[config.mk]
export PLATFORM = sky130hd
export DESIGN_NAME = keypad_hex_entry
export DESIGN_NICKNAME = d
export VERILOG_FILES = /design/src/rtl/keypad_pkg.sv /design/src/rtl/keypad_debounce.sv /design/src/rtl/keypad_hex_entry.sv
export SDC_FILE = /design/constraint.sdc
export NUM_CORES = 1
export LEC_CHECK = 0
export ABC_AREA = 1
export BUFFER_PORTS_ARGS = -buffer_cell sky130_fd_sc_hd__buf_2
export CAP_MARGIN = 20
export CORE_MARGIN = 2
export CORE_UTILIZATION = 60
export DETAILED_ROUTE_END_ITERATION = 16
export GPL_TIMING_DRIVEN = 0
export PLACE_DENSITY = 0.81
export SLEW_MARGIN = 10
export SYNTH_ARGS = -nofsm -noshare
export SYNTH_HDL_FRONTEND = slang
export SYNTH_HIERARCHICAL = 1
export SYNTH_SLANG_ARGS = --single-unit
[constraint.sdc]
create_clock -name clk -period 5.5 [get_ports clk]
set_clock_uncertainty 0.15 [all_clocks]
set_input_delay 1.1 -clock clk [delete_from_list [all_inputs] [get_ports clk]]
set_output_delay 1.1 -clock clk [all_outputs]
set_load 0.05 [all_outputs]
[src/rtl/keypad_pkg.sv]
// keypad_pkg
//   Shared types and constants for the 4x4 hex keypad scanner.
//   - db_state_e    : debounce state machine states
//   - scan_result_e : outcome of one full keypad scan
//   - KEY_MAP       : hex code of each key, indexed by {row, col}
//   - COL_SELECT    : active-low one-hot column strobe for each column
//   - pressed_count / pressed_row : helpers over active-low row vectors
package keypad_pkg;

    typedef enum logic [1:0] {
        IDLE,
        PRESS,
        HELD,
        RELEASE
    } db_state_e;

    typedef enum logic [1:0] {
        SCAN_NONE,
        SCAN_KEY,
        SCAN_MULTI
    } scan_result_e;

    // Entry {row, col}. Rows top to bottom: 1 2 3 A / 4 5 6 B / 7 8 9 C / 0 F E D.
    localparam logic [15:0][3:0] KEY_MAP = {
        4'hD, 4'hE, 4'hF, 4'h0,
        4'hC, 4'h9, 4'h8, 4'h7,
        4'hB, 4'h6, 4'h5, 4'h4,
        4'hA, 4'h3, 4'h2, 4'h1
    };

    localparam logic [3:0][3:0] COL_SELECT = {
        4'b0111, 4'b1011, 4'b1101, 4'b1110
    };

    // Number of pressed (low) rows in an active-low row vector.
    function automatic logic [2:0] pressed_count(input logic [3:0] rows_n);
        logic [2:0] n;
        n = '0;
        for (int i = 0; i < 4; i++) begin
            n = n + {2'b00, ~rows_n[i]};
        end
        return n;
    endfunction

    // Index of the lowest pressed row; only meaningful when exactly one is pressed.
    function automatic logic [1:0] pressed_row(input logic [3:0] rows_n);
        logic [1:0] r;
        r = '0;
        for (int i = 3; i >= 0; i--) begin
            if (!rows_n[i]) begin
                r = 2'(i);
            end
        end
        return r;
    endfunction

endpackage

[src/rtl/keypad_debounce.sv]
// keypad_debounce
//   Debounce state machine advanced once per completed keypad scan.
//   A key is accepted after DEBOUNCE_SCANS consecutive identical single-key
//   scans; it must then be released for DEBOUNCE_SCANS consecutive empty
//   scans before another key can be accepted (no auto-repeat).
// Ports:
//   clk         : system clock
//   reset       : synchronous active-high reset
//   scan_valid  : high for the one cycle a scan result is presented
//   scan_result : NONE / KEY / MULTI for the completed scan
//   scan_code   : hex code of the key when scan_result is KEY
//   accept      : combinational, high in the cycle a key is accepted
//   accept_code : code of the accepted key (valid with accept)
module keypad_debounce
    import keypad_pkg::*;
#(
    parameter int DEBOUNCE_SCANS = 4
) (
    input  logic         clk,
    input  logic         reset,
    input  logic         scan_valid,
    input  scan_result_e scan_result,
    input  logic [3:0]   scan_code,
    output logic         accept,
    output logic [3:0]   accept_code
);

    localparam logic [3:0] TARGET = 4'(DEBOUNCE_SCANS);

    db_state_e  state, state_next;
    logic [3:0] count, count_next;
    logic [3:0] cand, cand_next;

    always_ff @(posedge clk) begin
        if (reset) begin
            state <= IDLE;
            count <= '0;
            cand  <= '0;
        end else begin
            state <= state_next;
            count <= count_next;
            cand  <= cand_next;
        end
    end

    always_comb begin
        state_next  = state;
        count_next  = count;
        cand_next   = cand;
        accept      = 1'b0;
        accept_code = scan_code;

        if (scan_valid) begin
            case (state)
                IDLE: begin
                    if (scan_result == SCAN_KEY) begin
                        if (TARGET == 4'd1) begin
                            accept     = 1'b1;
                            state_next = HELD;
                            count_next = '0;
                        end else begin
                            state_next = PRESS;
                            cand_next  = scan_code;
                            count_next = 4'd1;
                        end
                    end
                end

                PRESS: begin
                    if (scan_result == SCAN_KEY) begin
                        if (scan_code == cand) begin
                            if (count + 4'd1 >= TARGET) begin
                                accept     = 1'b1;
                                state_next = HELD;
                                count_next = '0;
                            end else begin
                                count_next = count + 4'd1;
                            end
                        end else begin
                            // A different key restarts the qualification.
                            cand_next  = scan_code;
                            count_next = 4'd1;
                        end
                    end else begin
                        state_next = IDLE;
                        count_next = '0;
                    end
                end

                HELD: begin
                    if (scan_result == SCAN_NONE) begin
                        if (TARGET == 4'd1) begin
                            state_next = IDLE;
                            count_next = '0;
                        end else begin
                            state_next = RELEASE;
                            count_next = 4'd1;
                        end
                    end
                end

                RELEASE: begin
                    if (scan_result == SCAN_NONE) begin
                        if (count + 4'd1 >= TARGET) begin
                            state_next = IDLE;
                            count_next = '0;
                        end else begin
                            count_next = count + 4'd1;
                        end
                    end else begin
                        state_next = HELD;
                        count_next = '0;
                    end
                end

                default: begin
                    state_next = IDLE;
                    count_next = '0;
                end
            endcase
        end
    end

endmodule

[src/rtl/keypad_hex_entry.sv]
// keypad_hex_entry
//   Scans a 4x4 hex keypad and shifts each accepted key into a 16-bit value
//   (most recent digit in [3:0]) for a 4-digit hex display.
//   Optional macro KEYPAD_BACKSPACE_EN: an accepted E shifts value right
//   (backspace) instead of being entered as a digit.
// Ports:
//   clk       : system clock, all logic on posedge
//   reset     : synchronous active-high reset
//   rows      : keypad rows, active-low, asynchronous to clk
//   colselect : column strobe, active-low one-hot
//   value     : entered hex digits
//   key_code  : code of the last accepted key, held until the next one
//   key_valid : one-cycle pulse per accepted key
module keypad_hex_entry
    import keypad_pkg::*;
#(
    parameter int DWELL_BITS     = 17,
    parameter int DEBOUNCE_SCANS = 4
) (
    input  logic        clk,
    input  logic        reset,
    input  logic [3:0]  rows,
    output logic [3:0]  colselect,
    output logic [15:0] value,
    output logic [3:0]  key_code,
    output logic        key_valid
);

    logic [3:0]            rows_meta;
    logic [3:0]            rows_sync;
    logic [DWELL_BITS-1:0] dwell;
    logic [1:0]            col;
    logic [1:0]            acc_count;   // pressed positions so far: 0, 1, 2 = two or more
    logic [3:0]            acc_code;

    logic                  sample;
    logic [2:0]            col_hits;
    logic [1:0]            hit_row;
    logic [1:0]            base_count;
    logic [2:0]            sum_count;
    logic [1:0]            merged_count;
    logic [3:0]            merged_code;
    logic                  scan_valid;
    scan_result_e          scan_result;
    logic                  accept;
    logic [3:0]            accept_code;

    assign sample    = &dwell;
    assign colselect = COL_SELECT[col];

    // NOTE: sequential state uses non-blocking assignments so every flop
    // samples the pre-edge values of the others, independent of statement order.
    always_ff @(posedge clk) begin
        if (reset) begin
            rows_meta <= 4'hF;
            rows_sync <= 4'hF;
            dwell     <= '0;
            col       <= '0;
            acc_count <= '0;
            acc_code  <= '0;
        end else begin
            rows_meta <= rows;
            rows_sync <= rows_meta;
            dwell     <= dwell + DWELL_BITS'(1);
            if (sample) begin
                col       <= col + 2'd1;
                acc_count <= merged_count;
                acc_code  <= merged_code;
            end
        end
    end

    // NOTE: every signal driven here gets a default first so no path leaves
    // it unassigned, which would otherwise infer a latch.
    always_comb begin
        col_hits     = pressed_count(rows_sync);
        hit_row      = pressed_row(rows_sync);
        // Column 0 opens a new scan, so the previous scan's tally is dropped.
        base_count   = (col == 2'd0) ? 2'd0 : acc_count;
        sum_count    = {1'b0, base_count} + col_hits;
        merged_count = (sum_count >= 3'd2) ? 2'd2 : sum_count[1:0];
        merged_code  = acc_code;
        if (col_hits == 3'd1) begin
            merged_code = KEY_MAP[{hit_row, col}];
        end

        scan_valid  = sample && (col == 2'd3);
        scan_result = SCAN_MULTI;
        if (merged_count == 2'd0) begin
            scan_result = SCAN_NONE;
        end else if (merged_count == 2'd1) begin
            scan_result = SCAN_KEY;
        end
    end

    keypad_debounce #(
        .DEBOUNCE_SCANS(DEBOUNCE_SCANS)
    ) u_debounce (
        .clk         (clk),
        .reset       (reset),
        .scan_valid  (scan_valid),
        .scan_result (scan_result),
        .scan_code   (merged_code),
        .accept      (accept),
        .accept_code (accept_code)
    );

    always_ff @(posedge clk) begin
        if (reset) begin
            value     <= '0;
            key_code  <= '0;
            key_valid <= 1'b0;
        end else begin
            key_valid <= accept;
            if (accept) begin
                key_code <= accept_code;
`ifdef KEYPAD_BACKSPACE_EN
                if (accept_code == 4'hE) begin
                    value <= {4'h0, value[15:4]};
                end else begin
                    value <= {value[11:0], accept_code};
                end
`else
                value <= {value[11:0], accept_code};
`endif
            end
        end
    end

endmodule

== After elaboration in Yosys (flattened, before gate mapping) ==
Memory sizes are Yosys's and may differ from the RTL's.
Index checks and enable logic that the tools add are counted.

* Memories kept: 1
* Input bits: 6
* Logic and storage cells: 89
* Register bits after elaboration: 64
* ROM bits: 64

{| class="wikitable"
|+ Memories
! memory !! words !! width !! rd ports !! clocked after memory_dff !! wr ports !! RTL line !! text
|-
| (no name shown) || 16 || 4 || 1 || 0 || 0 || keypad_hex_entry.sv:84 || <nowiki>merged_code = KEY_MAP[{hit_row, col}];</nowiki>
|}

* Bitwise logic cells: 4
* Reductions and logical operators: 10
* Multiplexer cells: 36
* Magnitude comparators: 4
* Equal/unequal tests: 15
* $add $sub $neg: 7

{| class="wikitable"
|+ Operators by type and width
! kind !! number
|-
| $mux W4 || 12
|-
| $mux W2 || 15
|-
| $add A17 B1 Y17 const B || 1
|-
| $reduce_and A17 Y1 || 1
|-
| $pmux W4 S4 || 1
|-
| $bmux W4 S2 || 1
|-
| $logic_not A2 Y1 || 4
|-
| $pmux W2 S4 || 1
|-
| $pmux W4 S2 || 1
|-
| $eq A2 B1 Y1 const B || 3
|-
| $eq A2 B2 Y1 const B || 3
|-
| $ne A2 B1 Y1 const B || 3
|-
| $ne A3 B3 Y1 const B || 2
|-
| $reduce_and A6 Y1 || 1
|-
| $lt A4 B5 Y1 const B || 1
|-
| $mux W1 || 5
|-
| $reduce_and A5 Y1 || 1
|-
| $add A4 B1 Y4 const B || 1
|-
| $eq A4 B4 Y1 || 1
|-
| $ge A4 B3 Y1 const B || 1
|-
| $not A1 Y1 || 4
|-
| $add A2 B1 Y3 || 1
|-
| $add A2 B3 Y3 || 1
|-
| $add A3 B1 Y3 || 1
|-
| other kinds (10) || 10
|}

== Logic depth before layout (Yosys ltp) ==
Gate-level depths: netlist of run 1.

* Word-level depth: 14
* Mapped depth: 22
* Gate-level depth less buffers: 21

== Modules after synthesis ==
Netlist of run 1, hierarchy kept.

{| class="wikitable"
|+ Modules (own cells, without submodules)
! module !! times used !! cells each !! area each (µm²)
|-
| keypad_hex_entry || 1 || 296 || 2248.4
|-
| keypad_debounce || 1 || 112 || 666.9
|}

== Worst setup path after synthesis of run 1 ==
No wires, ideal clock.

* Path type: flip-flop to flip-flop
* From: register rows_sync[0]
* To: register value[5]
* Slack: 1.911 ns
* Data required time: 5.233 ns
* Data arrival time: 3.322 ns
* Cell stages (with the launch flop): 19
* Cells stage by stage: dfxtp_1 -> fa_1 -> inv_1 -> ha_1 -> ha_1 -> inv_1 -> fa_1 -> nand2_1 -> nor2_1 -> nand2_1 -> inv_1 -> inv_1 -> nor2_1 -> nand4_1 -> nor2_1 -> clkinv_1 -> buf_2 -> nor2_1 -> nor2_1

* Word-level cells in the longest chain between the ends: 14
* Elaborated cells on any way between the ends: 22
* Those cells by class: add/sub (4); order compare (1); eq/ne (4); mux (10); bitwise (1); reduce/logical (1); memory (1)

{| class="wikitable"
|+ RTL lines
! what !! RTL line !! text
|-
| start, declared || keypad_hex_entry.sv:30 || <nowiki>logic [3:0] rows_sync;</nowiki>
|-
| start signal, assigned || keypad_hex_entry.sv:63 || <nowiki>rows_sync <= rows_meta;</nowiki>
|-
| $not A1 Y1 * || keypad_pkg.sv:40 || <nowiki>n = n + {2'b00, ~rows_n[i]};</nowiki>
|-
| $add A1 B1 Y2 * || keypad_pkg.sv:40 ||
|-
| $add A2 B1 Y3 * || keypad_pkg.sv:40 ||
|-
| $add A3 B1 Y3 * || keypad_pkg.sv:40 ||
|-
| $add A2 B3 Y3 * || keypad_hex_entry.sv:80 || <nowiki>sum_count = {1'b0, base_count} + col_hits;</nowiki>
|-
| $ge A3 B2 Y1 || keypad_hex_entry.sv:81 || <nowiki>merged_count = (sum_count >= 3'd2) ? 2'd2 : sum_count[1:0];</nowiki>
|-
| $mux W2 * || keypad_hex_entry.sv:81 ||
|-
| $eq A2 B1 Y1 || keypad_hex_entry.sv:91 || <nowiki>end else if (merged_count == 2'd1) begin</nowiki>
|-
| $mux W2 || keypad_hex_entry.sv:91 ||
|-
| $mux W2 * || keypad_hex_entry.sv:89 || <nowiki>if (merged_count == 2'd0) begin</nowiki>
|-
| via scan_result[0] || keypad_hex_entry.sv:44 || <nowiki>scan_result_e scan_result;</nowiki>
|-
| $eq A2 B1 Y1 * || keypad_debounce.sv:70 || <nowiki>if (scan_result == SCAN_KEY) begin</nowiki>
|-
| $mux W1 * || keypad_debounce.sv:70 ||
|-
| $mux W1 * || keypad_debounce.sv:54 || <nowiki>case (state)</nowiki>
|-
| $mux W1 * || keypad_debounce.sv:53 || <nowiki>if (scan_valid) begin</nowiki>
|-
| via accept || keypad_hex_entry.sv:45 || <nowiki>logic accept;</nowiki>
|-
| end signal, assigned || keypad_hex_entry.sv:124 || <nowiki>value <= {value[11:0], accept_code};</nowiki>
|-
| end, declared || keypad_hex_entry.sv:24 || <nowiki>output logic [15:0] value,</nowiki>
|}

Mark *: on every way through the listed nets, which the timed path passes. The rest lies on a longest branch. The select of a mux whose other input is x is not followed.
A chain may end at the register's enable or synchronous reset.

== Final worst setup path of run 1 ==
* From: register rows_sync[0]
* To: register value[10]

* Elaborated cells on any way between the ends: 22
* Those cells by class: add/sub (4); order compare (1); eq/ne (4); mux (10); bitwise (1); reduce/logical (1); memory (1)

{| class="wikitable"
|+ RTL lines
! what !! RTL line !! text
|-
| $not A1 Y1 || keypad_pkg.sv:40 ||
|-
| $add A1 B1 Y2 || keypad_pkg.sv:40 ||
|-
| $add A2 B1 Y3 || keypad_pkg.sv:40 ||
|-
| $add A3 B1 Y3 || keypad_pkg.sv:40 ||
|-
| $eq A3 B1 Y1 || keypad_hex_entry.sv:83 || <nowiki>if (col_hits == 3'd1) begin</nowiki>
|-
| $mux W4 * || keypad_hex_entry.sv:83 ||
|-
| via merged_code[3] || keypad_hex_entry.sv:42 || <nowiki>logic [3:0] merged_code;</nowiki>
|-
| $eq A4 B4 Y1 * || keypad_debounce.sv:71 || <nowiki>if (scan_code == cand) begin</nowiki>
|-
| $mux W1 * || keypad_debounce.sv:71 ||
|-
| $mux W1 * || keypad_debounce.sv:70 ||
|-
| $mux W1 * || keypad_debounce.sv:54 ||
|-
| $mux W1 * || keypad_debounce.sv:53 ||
|-
| via accept || keypad_hex_entry.sv:45 ||
|}

Marked as above.

==> run_results.csv, run 1 <==
group,metric,value,unit
run_status,status,"completed",
floorplanning,dieArea,5430,um2
logic_synthesis,syn_nets,428,
min_path,hp-class,"flip-flop to flip-flop",
clock_tree,cts_buffer_depth,2,
timing,finalSetupViolCount,0,
place,dp_hpwl,4.10,mm
final_layout,stdcell_area,3320,um2
floorplanning,fp.coreArea,4690,um2
clock_tree,ctsHoldBuffers,0,
power_and_ir_drop,powerDensity,267,nW/um2
logic_synthesis,avgSynthCellArea,7.15,um2
logic_synthesis,synth_top_area_share,41.2,%
critical_path,cp.arrival,4.37,ns
power_and_ir_drop,pwr-share-comb,7.1,%
logic_synthesis,synthTopCellsByArea,"dfxtp_1 41%, inv_1 8.1%, nand2_1 8.0%, nor2_1 8.0%, o21ai_0 5.5%",
final_layout,syn2layout_area_growth,14.0,%
final_layout,final_nets,469,
timing,timing.final.crit_share,78.0,%
detailed_routing,dr.pass1.iters,5,
clock_tree,clockRootBuffer,"clkbuf_8",
timing,hold_violations,0,
timing,period_needed,4.29,ns
logic_synthesis,synthTopCellsByCount,"63 x inv_1, 62 x nand2_1, 62 x nor2_1",
global_routing,grt_pass1_wl,9.70,mm
detailed_routing,drt_iter0_markers,137,
clock_tree,cts.sinks,60,
floorplanning,rows,25,
logic_synthesis,yosysMostFrequentCell,"inv_1",
timing,drv_slew,0,
logic_synthesis,async_reset_ff_share,0,%
timing,fmax,233,MHz
power_and_ir_drop,switching_share,24.6,%
critical_path,startpoint_type,"flip-flop",
global_routing,grt_pass1_vias,2344,
logic_synthesis,syn-cell-area,2920,um2
logic_synthesis,ys_types,26,
logic_synthesis,yosys_warnings,6,
detailed_routing,vias_per_cell,5.11,
floorplanning,die_y,73.7,um
power_and_ir_drop,p_leak,1.62,nW
power_and_ir_drop,intPower,0.669,mW
detailed_routing,ant_nets,0,
floorplanning,die_w,73.7,um
place,gp_congestion,0.866,
clock_tree,htree_levels,3,
min_path,hold_depth,1,
clock_tree,cts_tree,"yes",
global_routing,grt_max_degree,12,
timing,slew_headroom,68.9,%
critical_path,critPathMaxFanout,10,
global_routing,grt_use_total,23.1,%
power_and_ir_drop,sequentialPowerShare,49.8,%
timing,holdWs,0.258,ns
detailed_routing,wl_per_cell,11.0,um
power_and_ir_drop,netSwitchingPower,0.219,mW
critical_path,worstSetupPathType,"flip-flop to flip-flop",
clock_tree,clock_latency,0.33,ns
final_layout,antenna_cells,0,
floorplanning,initial_core_util,62.1,%
power_and_ir_drop,peakVddDrop,200,uV
clock_tree,cts.clk_slew.worst_paths,0.07,ns
job,max_cap_violations,0,
clock_tree,numCtsBuffers,9,
global_routing,grt_antenna_before_repair,0,
detailed_routing,wirelength,5.59,mm
timing,fin_setup_tns,0,ns
critical_path,required,5.59,ns
place,port_buffers,30,
final_layout,drive_gt1_share,19.8,%
critical_path,end_kind,"flip-flop",
logic_synthesis,seq_area_frac_synth,41.2,%
logic_synthesis,synth_flop_cell,"dfxtp_1",
power_and_ir_drop,clkPwrFrac,43.1,%
detailed_routing,drc_errors,0,
logic_synthesis,syn_inst,408,
logic_synthesis,synth-seq-cells,60,
power_and_ir_drop,fin_total_pwr,0.888,mW
critical_path,r2r_cells,21,
detailed_routing,dr_total_vias,2598,
place,postPlaceCellArea,3130,um2
logic_synthesis,synth_largest_area_cell,"dfxtp_1",
global_routing,grt.overflow.total,0,
clock_tree,ctsResizeCount,0,
timing,worstMarginPinSlew,0.465,ns
logic_synthesis,synth-edff-count,0,
floorplanning,ioPinCount,31,
final_layout,fin_util,70.9,%
clock_tree,postCtsSetupBuffers,0,
timing,grt_setup_unrepaired,"no",
## flip-flops by register name, indices dropped and copies added, names as in the netlist
register,flops
dwell,17
value,16
acc_code,4
rows_meta,4
rows_sync,4
u_debounce/cand,4
u_debounce/count,4
acc_count,2
col,2
u_debounce/state,2
key_valid,1
## path summary, 6_finish.rpt
check	startpoint	end	slack (ns)
hold reg to reg	rows_meta[0]	rows_sync[0]	0.26
setup / recovery	rows_sync[0]	value[10]	1.21
setup reg to reg	rows_sync[0]	value[10]	1.21
hold / removal	rows_meta[0]	rows_sync[0]	0.26
## power by group through the flow
stage / Sequential (mW) / Clock [mW] / Combinational [mW]
finish: 0.442 / 0.383 / 0.0635
floorplan: 0.451 / 0 / 0.0495
global route: 0.443 / 0.406 / 0.0732
CTS: 0.442 / 0.389 / 0.0634
detailed placement: 0.452 / 0 / 0.0630
global placement: 0.452 / 0 / 0.0618
## critical path: stages (launching register included)
cell      delay [ns]
dfxtp_1         0.38
fa_1            0.55
inv_1           0.04
ha_1            0.17
ha_1            0.26
inv_1           0.10
nand3_1         0.16
inv_1           0.17
o21ai_0         0.11
o21ai_1         0.35
inv_1           0.07
nand2_1         0.07
nand2_1         0.05
nor2_1          0.14
nand2_1         0.08
inv_2           0.07
nand4_1         0.10
nor2_1          0.40
clkinv_1        0.34
buf_2           0.27
nor2_1          0.11
nor2_1          0.05
## cells in the final DEF, fill, tap and decap left out, types with 4 or more instances in the layout
| master | netlist | layout |
|---|---|---|
| inv_2 | 4 | 4 |
| nand2_1 | 62 | 62 |
| or2_2 | 11 | 11 |
| nand2_2 | 6 | 6 |
| inv_1 | 63 | 63 |
| nor3_1 | 8 | 8 |
| o21ai_1 | 7 | 7 |
| buf_4 | 8 | 8 |
| o21ai_0 | 32 | 32 |
| a21oi_1 | 26 | 26 |
| nor2_1 | 62 | 62 |
| nor2_2 | 5 | 5 |
| buf_2 | 2 | 32 |
| clkbuf_1 | 6 | 6 |
| clkbuf_8 | 0 | 9 |
| nand3_1 | 18 | 18 |
| dfxtp_1 | 60 | 60 |
| ha_1 | 12 | 12 |
## metrics by stage
step	std cells	setup slack, ns
after floorplan	408	1.91
after global placement	492	1.25
after detailed placement	492	1.26
after CTS	508	1.22
after global routing	508	0.667
final	508	1.21
## layout make-up
type / count / area, um2
plain buffers: 16 / 92.6
clock buffers: 9 / 124
clock inverters: 7 / 67.6
fillers: 397 / 1370
inverters: 68 / 255
multi-input cells: 264 / 1370
flip-flops and latches: 60 / 1200
well taps: 54 / 67.6
repair buffers: 30 / 150
## kinds of logic (layout without fill, tap and decap cells)
logic type                 count (synthesis)  in the layout  share of synthesized area [%]
DFF                                       60             60                           41.2
buffers and inverters                     84            130                           11.9
adders and majority gates                 14             14                           6.52
AOI/OAI and AO/OA                         68             68                           11.9
and+or+nand+nor                          182            182                           28.4
## per-layer routing
metal | share of wire (%) | wire length (um) | track usage, % | vias to the layer above
li1 | - | - | - | 1353
met1 | 45 | 2510 | 27.9 | 1190
met2 | 49 | 2770 | 39.0 | 48
met3 | 4.1 | 231 | 4.53 | 7
met4 | 1.4 | 77 | 11.5 | 0
met5 | 0 | 0 | 0 | -
(Power assumes the default switching activity.)
==> inputs of run 2 (changes only) <==
--- a/config.mk
+++ b/config.mk
@@ -5,14 +5,14 @@
 export SDC_FILE = /design/constraint.sdc
 export NUM_CORES = 1
 export LEC_CHECK = 0
-export ABC_AREA = 1
+export ABC_AREA = 0
 export BUFFER_PORTS_ARGS = -buffer_cell sky130_fd_sc_hd__buf_2
 export CAP_MARGIN = 20
 export CORE_MARGIN = 2
-export CORE_UTILIZATION = 60
+export CORE_UTILIZATION = 52
 export DETAILED_ROUTE_END_ITERATION = 16
 export GPL_TIMING_DRIVEN = 0
-export PLACE_DENSITY = 0.81
+export PLACE_DENSITY = 0.75
 export SLEW_MARGIN = 10
 export SYNTH_ARGS = -nofsm -noshare
 export SYNTH_HDL_FRONTEND = slang
==> constraint.sdc (replaced) <==
create_clock -name clk -period 3.9 [get_ports clk]
set_clock_uncertainty 0.15 [all_clocks]
set_input_delay 0.78 -clock clk [delete_from_list [all_inputs] [get_ports clk]]
set_output_delay 0.78 -clock clk [all_outputs]
set_load 0.05 [all_outputs]
==> run 2 against run 1 <==
  * Via count shrank 15%
  * First-iteration DRC count shrank 22%
  * Critical path depth decreased by 6
  * Largest cell class unchanged
==> run_results.csv, run 2 <==
group,metric,value,unit
detailed_routing,vias_per_cell,5.17,
logic_synthesis,seq_area_frac_synth,41.6,%
detailed_routing,dr_total_vias,2199,
floorplanning,dieArea,6160,um2
logic_synthesis,synthTopCellsByCount,"60 x dfxtp_1, 44 x nor2_1, 24 x mux2i_1",
logic_synthesis,yosys_warnings,6,
min_path,hp-class,"flip-flop to flip-flop",
final_layout,mostFrequentLayoutCell,"dfxtp_1",
clock_tree,htree_levels,3,
critical_path,worstSetupPathType,"flip-flop to flip-flop",
critical_path,r2r_cells,15,
logic_synthesis,synthAdderAreaFrac,6.59,%
timing,timing.final.crit_share,95.6,%
logic_synthesis,synth_largest_area_cell,"dfxtp_1",
final_layout,antenna_cells,0,
final_layout,regMostFlops,"dwell",
final_layout,layout_common_cells,"60 x dfxtp_1, 42 x nor2_1, 32 x buf_2, 24 x mux2i_1",
place,dp_hpwl,3.82,mm
power_and_ir_drop,p_leak,1.35,nW
logic_synthesis,synthSimpleGateAreaFrac,23.2,%
job,max_cap_violations,0,
logic_synthesis,synth_top_family_by_area,"simple AND/OR/NAND/NOR gates",
final_layout,largest_reg_flops,17,
min_path,hold_end,"rows_sync[0]",
clock_tree,cts_buffer_depth,2,
final_layout,multi_input_area,1530,um2
global_routing,grt_pass1_vias,2052,
logic_synthesis,ys_types,51,
floorplanning,fp.coreArea,5440,um2
clock_tree,ctsHoldBuffers,0,
final_layout,largestRegisters,"dwell (17), value (16)",
global_routing,grt_max_degree,18,
logic_synthesis,synth-seq-cells,60,
logic_synthesis,synthTopCellsByArea,"dfxtp_1 42%, mux2i_1 8.3%, nor2_1 5.7%, ha_1 5.2%, xnor2_1 3.9%",
global_routing,grt.overflow.total,0,
logic_synthesis,synthMuxAreaShare,8.33,%
detailed_routing,drt_iter0_markers,107,
timing,worstMarginPinSlew,0.528,ns
run_status,status,"completed",
final_layout,final_nets,369,
timing,finalSetupViolCount,0,
floorplanning,die_w,78.5,um
floorplanning,initial_core_util,53.0,%
logic_synthesis,syn_inst,308,
clock_tree,clock_latency,0.35,ns
timing,grt_setup_unrepaired,"no",
clock_tree,cts.clk_slew.worst_paths,0.07,ns
logic_synthesis,syn-cell-area,2880,um2
logic_synthesis,async_reset_ff_share,0,%
timing,hold_violations,0,
floorplanning,ioPinCount,31,
timing,drv_slew,0,
logic_synthesis,synth_xor_xnor_area_share,5.77,%
critical_path,required,3.97,ns
detailed_routing,wirelength,5.48,mm
logic_synthesis,synth-edff-count,0,
floorplanning,die_y,78.5,um
clock_tree,cts_tree,"yes",
critical_path,critPathMaxFanout,10,
logic_synthesis,synth_compound_area_share,7.90,%
detailed_routing,drc_errors,0,
detailed_routing,wl_per_cell,12.9,um
final_layout,drive_gt1_share,26.1,%
critical_path,startpoint_type,"flip-flop",
timing,period_needed,3.73,ns
global_routing,grt_pass1_wl,9.07,mm
global_routing,grt_use_total,19.0,%
logic_synthesis,synth_top_area_share,41.6,%
final_layout,fin_util,62.2,%
place,port_buffers,30,
timing,slew_headroom,64.8,%
detailed_routing,ant_nets,0,
global_routing,grt_antenna_before_repair,0,
critical_path,end_kind,"flip-flop",
critical_path,ff2ff_setup_slack,0.17,ns
min_path,hold_depth,1,
logic_synthesis,yosysMostFrequentCell,"dfxtp_1",
clock_tree,numCtsBuffers,9,
logic_synthesis,avgSynthCellArea,9.36,um2
logic_synthesis,syn_nets,328,
logic_synthesis,synth_flop_cell,"dfxtp_1",
power_and_ir_drop,peakVddDrop,266,uV
power_and_ir_drop,powerDensity,385,nW/um2
final_layout,n_fill_cell,450,
timing,holdWs,0.260,ns
floorplanning,rows,27,
final_layout,seqCellArea,1200,um2
min_path,min_from,"rows_meta[0]",
critical_path,rr_startpoint,"rows_sync[0]",
timing,fmax,268,MHz
critical_path,r2r_end,"value[0]",
final_layout,syn2layout_area_growth,17.3,%
clock_tree,cts.sinks,60,
detailed_routing,dr.pass1.iters,4,
place,gp_congestion,0.812,
clock_tree,clockRootBuffer,"clkbuf_8",
critical_path,cp.arrival,3.80,ns
run 2: cell types whose count changed after synthesis, sizes merged, moves of 12 or more:
| cell | change |
|---|---|
| a21oi | -22 |
| inv | -50 |
| mux2i | +24 |
| nand2 | -51 |
| nand3 | -12 |
| nor2 | -23 |
| o21ai | -31 |
| xnor2 | +13 |
run 2: area by class of cell:
type                       instances  share of cell area [%]
tap                               72                    2.66
inverter                          17                    1.89
clock buffer                      10                    3.77
multi-input combinational        209                    45.3
sequential                        60                    35.5
buffer                            20                    3.66
timing repair buffer              32                    4.88
clock inverter                     5                    2.29
run 2: worst max-delay path by stage:
| stage | startpoint | end | slack (ns) | depth (start not counted) |
|---|---|---|---|---|
| 2_1_floorplan | rows_sync[0] | value[5] | 0.06 | 18 |
| 3_3_place_gp | rows_sync[0] | value[13] | -0.27 | 18 |
| 3_5_place_dp | rows_sync[0] | value[12] | -0.30 | 18 |
| 4_1_cts | rows_sync[0] | value[14] | 0.05 | 16 |
| 5_1_grt | rows_sync[0] | value[7] | 0.008 | 15 |
| 6_report | rows_sync[0] | value[0] | 0.17 | 15 |
run 2: where the power goes:
group | switching, mW | internal [mW]
logic | 0.0452 | 0.0332
registers | 0.00576 | 0.619
clock network | 0.246 | 0.354
total | 0.297 | 1.01
run 2: metrics by stage:
step | power [mW] | worst slack (ns) | cells | cell area [um2] | TNS [ns]
2_1_floorplan | 0.695 | 0.0646 | 308 | 2890 | 0
3_3_place_gp | 0.709 | -0.270 | 410 | 3130 | -2.66
5_1_grt | 1.35 | 0.00751 | 425 | 3380 | 0
4_1_cts | 1.31 | 0.0491 | 423 | 3330 | 0
3_5_place_dp | 0.712 | -0.298 | 410 | 3130 | -3.05
6_report | 1.30 | 0.170 | 425 | 3380 | 0
run 2: what timing repair did:
action | 4_1_cts | 5_1_grt
pin swaps | 0 | 1
gates cloned | 0 | 1
buffers inserted | 0 | 1
endpoints found under the hold margin | 0 | 0
setup endpoints to repair | 17 | 17
gates resized for setup | 3 | 11
run 2: worst max-delay path: stages (launching register included):
cell and delay [ns]:
dfxtp_1 0.38, fa_1 0.55, inv_1 0.04, ha_1 0.17, ha_1 0.28, or3b_1 0.39, buf_6 0.16, nand2_1 0.11
o21ai_4 0.08, xor2_1 0.18, nor4_4 0.35, nand3_2 0.14, nor2_4 0.15, buf_4 0.22, mux2i_1 0.20, nor2_1 0.05
run 2: layer usage:
metal  vias up  GRT usage [%]  part of all wire (%)
met5         -              0                     0
met1      1040           22.5                    47
met3         9           6.78                   4.5
li1       1110              -                     -
met4         0           7.89                   1.7
met2        40           31.2                    46
run 2: logic make-up (layout without fill, tap and decap cells):
| group | count (synthesis) | count (layout) |
|---|---|---|
| AND/OR/NAND/NOR | 122 | 122 |
| flip-flops | 60 | 60 |
| buffers and inverters | 39 | 84 |
| AO/OA/AOI/OAI | 30 | 30 |
| multiplexers | 24 | 24 |
| XOR/XNOR | 19 | 19 |
| adder cells (fa/ha/maj) | 14 | 14 |
==> inputs of run 3 (changes only) <==
--- a/config.mk
+++ b/config.mk
@@ -9,10 +9,11 @@
 export BUFFER_PORTS_ARGS = -buffer_cell sky130_fd_sc_hd__buf_2
 export CAP_MARGIN = 20
 export CORE_MARGIN = 2
-export CORE_UTILIZATION = 52
+export CORE_UTILIZATION = 55
+export CTS_BUF_LIST = sky130_fd_sc_hd__clkbuf_4
 export DETAILED_ROUTE_END_ITERATION = 16
 export GPL_TIMING_DRIVEN = 0
-export PLACE_DENSITY = 0.75
+export PLACE_DENSITY = 0.78
 export SLEW_MARGIN = 10
 export SYNTH_ARGS = -nofsm -noshare
 export SYNTH_HDL_FRONTEND = slang
==> run 3 against run 2 <==
  * Sequential share of layout area increased by 0.70 points
  * Power is 7.3% lower
  * Flip-flop and latch count unchanged
  * First-iteration DRC count fell by 53%
  * Register-to-register slack better by 0.02 ns
  * Design area decreased by 1.7%
  * Combinational power shrank 5.2%
  * Worst hold slack better by 0.0079 ns
  * Critical path depth up 1
  * Via count down 0.32%
  * Routed wire length fell by 2.0%
  * Critical path type unchanged
  * Critical endpoint is now value[4]
  * Highest routed layer unchanged
==> run_results.csv, run 3 (same netlist as run 2, synthesis figures left out) <==
group,metric,value,unit
clock_tree,clockRootBuffer,"clkbuf_4",
final_layout,antenna_cells,0,
timing,slew_headroom,67.2,%
floorplanning,die_y,76.4,um
timing,fin_setup_tns,0,ns
place,postPlaceCellArea,3120,um2
final_layout,largestRegisters,"dwell (17), value (16)",
final_layout,largest_reg_flops,17,
floorplanning,rows,26,
critical_path,rr_startpoint,"rows_sync[0]",
critical_path,worstPathCellList,"fa_1, inv_1, ha_1, ha_1, inv_1, fa_1, xor2_1, and2_1, inv_1, nor2_2, and3_4, nand3_1, nor2_4, buf_4, mux2i_1, nor2_1",
detailed_routing,drc_errors,0,
timing,holdWs,0.268,ns
critical_path,crit_start,"rows_sync[0]",
timing,hold_violations,0,
clock_tree,cts_buffer_depth,2,
critical_path,startpoint_type,"flip-flop",
place,dp_cells,408,
detailed_routing,vias_per_cell,5.18,
job,max_cap_violations,0,
clock_tree,cts.clk_slew.worst_paths,0.11,ns
timing,fmax,270,MHz
timing,timing.final.crit_share,95.0,%
critical_path,max_stage_delay,0.53,ns
critical_path,critPathCapture,"value[4]",
run_status,status,"completed",
clock_tree,numCtsBuffers,9,
clock_tree,cts_tree,"yes",
critical_path,r2r_end,"value[4]",
final_layout,mostFrequentLayoutCell,"dfxtp_1",
critical_path,critPathMaxFanout,8,
power_and_ir_drop,peakVddDrop,218,uV
floorplanning,die_w,76.4,um
floorplanning,fp.coreArea,5070,um2
floorplanning,dieArea,5840,um2
critical_path,slowest_stage,"fa_1",
final_layout,stdcell_area,3320,um2
global_routing,grt_max_degree,18,
min_path,hold_depth,1,
clock_tree,postCtsSetupBuffers,0,
detailed_routing,wl_per_cell,12.7,um
power_and_ir_drop,powerDensity,364,nW/um2
clock_tree,htree_levels,3,
detailed_routing,drt_iter0_markers,50,
global_routing,grt_use_total,20.2,%
min_path,hp-class,"flip-flop to flip-flop",
detailed_routing,dr.pass1.iters,4,
clock_tree,cts.sinks,60,
final_layout,regMostFlops,"dwell",
timing,drv_slew,0,
final_layout,syn2layout_area_growth,15.3,%
global_routing,grt.overflow.total,0,
critical_path,cp.arrival,3.85,ns
detailed_routing,dr_total_vias,2192,
critical_path,worstSetupPathType,"flip-flop to flip-flop",
final_layout,n_fill_cell,423,
detailed_routing,ant_nets,0,
global_routing,grt_antenna_before_repair,0,
detailed_routing,wirelength,5.36,mm
final_layout,drive_gt1_share,26.6,%
global_routing,grt_pass1_wl,9.38,mm
timing,worstMarginPinSlew,0.491,ns
final_layout,layout_common_cells,"58 x dfxtp_1, 42 x nor2_1, 32 x buf_2, 24 x mux2i_1",
place,dp_hpwl,3.83,mm
critical_path,r2r_cells,16,
floorplanning,ioPinCount,31,
place,gp_congestion,0.812,
floorplanning,initial_core_util,56.8,%
timing,period_needed,3.71,ns
place,port_buffers,30,
critical_path,timing.critical_path.mode_cell,"inv_1",
power_and_ir_drop,p_leak,1.33,nW
final_layout,final_nets,368,
critical_path,required,4.04,ns
timing,finalSetupViolCount,0,
clock_tree,clock_latency,0.41,ns
min_path,min_from,"rows_meta[2]",
global_routing,grt_pass1_vias,2059,
final_layout,instances_no_fill,423,
critical_path,ff2ff_setup_slack,0.19,ns
critical_path,end_kind,"flip-flop",
power_and_ir_drop,fin_total_pwr,1.21,mW
-- run 3: changes by cell type in the layout (fill, tap and decap cells not counted), moves of 2 or more --
cell      previous run  this run
clkbuf_4             0         9
clkbuf_8             9         0
dfxtp_1             60        58
dfxtp_2              0         2
inv_6                0         2
-- run 3: how the worst min path moves through the flow --
stage	endpoint	slack, ns
finish	rows_sync[2]	0.27
global route	rows_sync[0]	0.28
CTS	rows_sync[2]	0.27
detailed placement	rows_sync[2]	0.25
global placement	rows_sync[3]	0.24
floorplan	rows_sync[0]	0.24
-- run 3: critical path, delay by kind of cell, from the launching register on --
| family | cells | cell delay, ns |
|---|---|---|
| adder cells (fa/ha/maj) | 4 | 1.40 |
| AND/OR/NAND/NOR | 6 | 0.91 |
| buffers and inverters | 4 | 0.39 |
| flip-flops | 1 | 0.37 |
| multiplexers | 1 | 0.21 |
| XOR/XNOR | 1 | 0.15 |
-- run 3: timing repair --
action,in CTS,in global routing
endpoints found under the setup margin,17,18
pin swaps,0,1
hold buffers,0,0
endpoints found under the hold margin,0,0
resized for setup,4,10
cloned,0,1
-- run 3: report_power, final --
part,switching (mW),internal (mW),leakage [nW],total (mW)
combinational,0.0429,0.0314,0.755,0.0743
sequential,0.00563,0.619,0.485,0.625
clock,0.246,0.264,0.0869,0.510
total,0.294,0.914,1.33,1.21
-- run 3: per-layer routing --
metal | routed length [um] | track usage [%]
met1 | 2480 | 25.0
met2 | 2570 | 32.2
met3 | 233 | 7.46
met4 | 78 | 7.09
met5 | 0 | 0
-- run 3: per-stage QoR --
step | util (%) | setup WS (ns)
floorplan | - | 0.0646
global placement | 61.6 | -0.256
detailed placement | 61.6 | -0.300
CTS | 64.9 | 0.0332
global route | 65.5 | -0.0107
finish | 65.5 | 0.193
-- run 3: final cells by class --
type	count	area (um2)	area share, %
tap	70	87.6	2.63
multi-input combinational	209	1520	45.8
clock inverter	7	98.8	2.97
timing repair buffer	31	158	4.74
clock buffer	9	67.6	2.03
buffer	20	124	3.73
inverter	17	63.8	1.92
sequential	60	1200	36.2
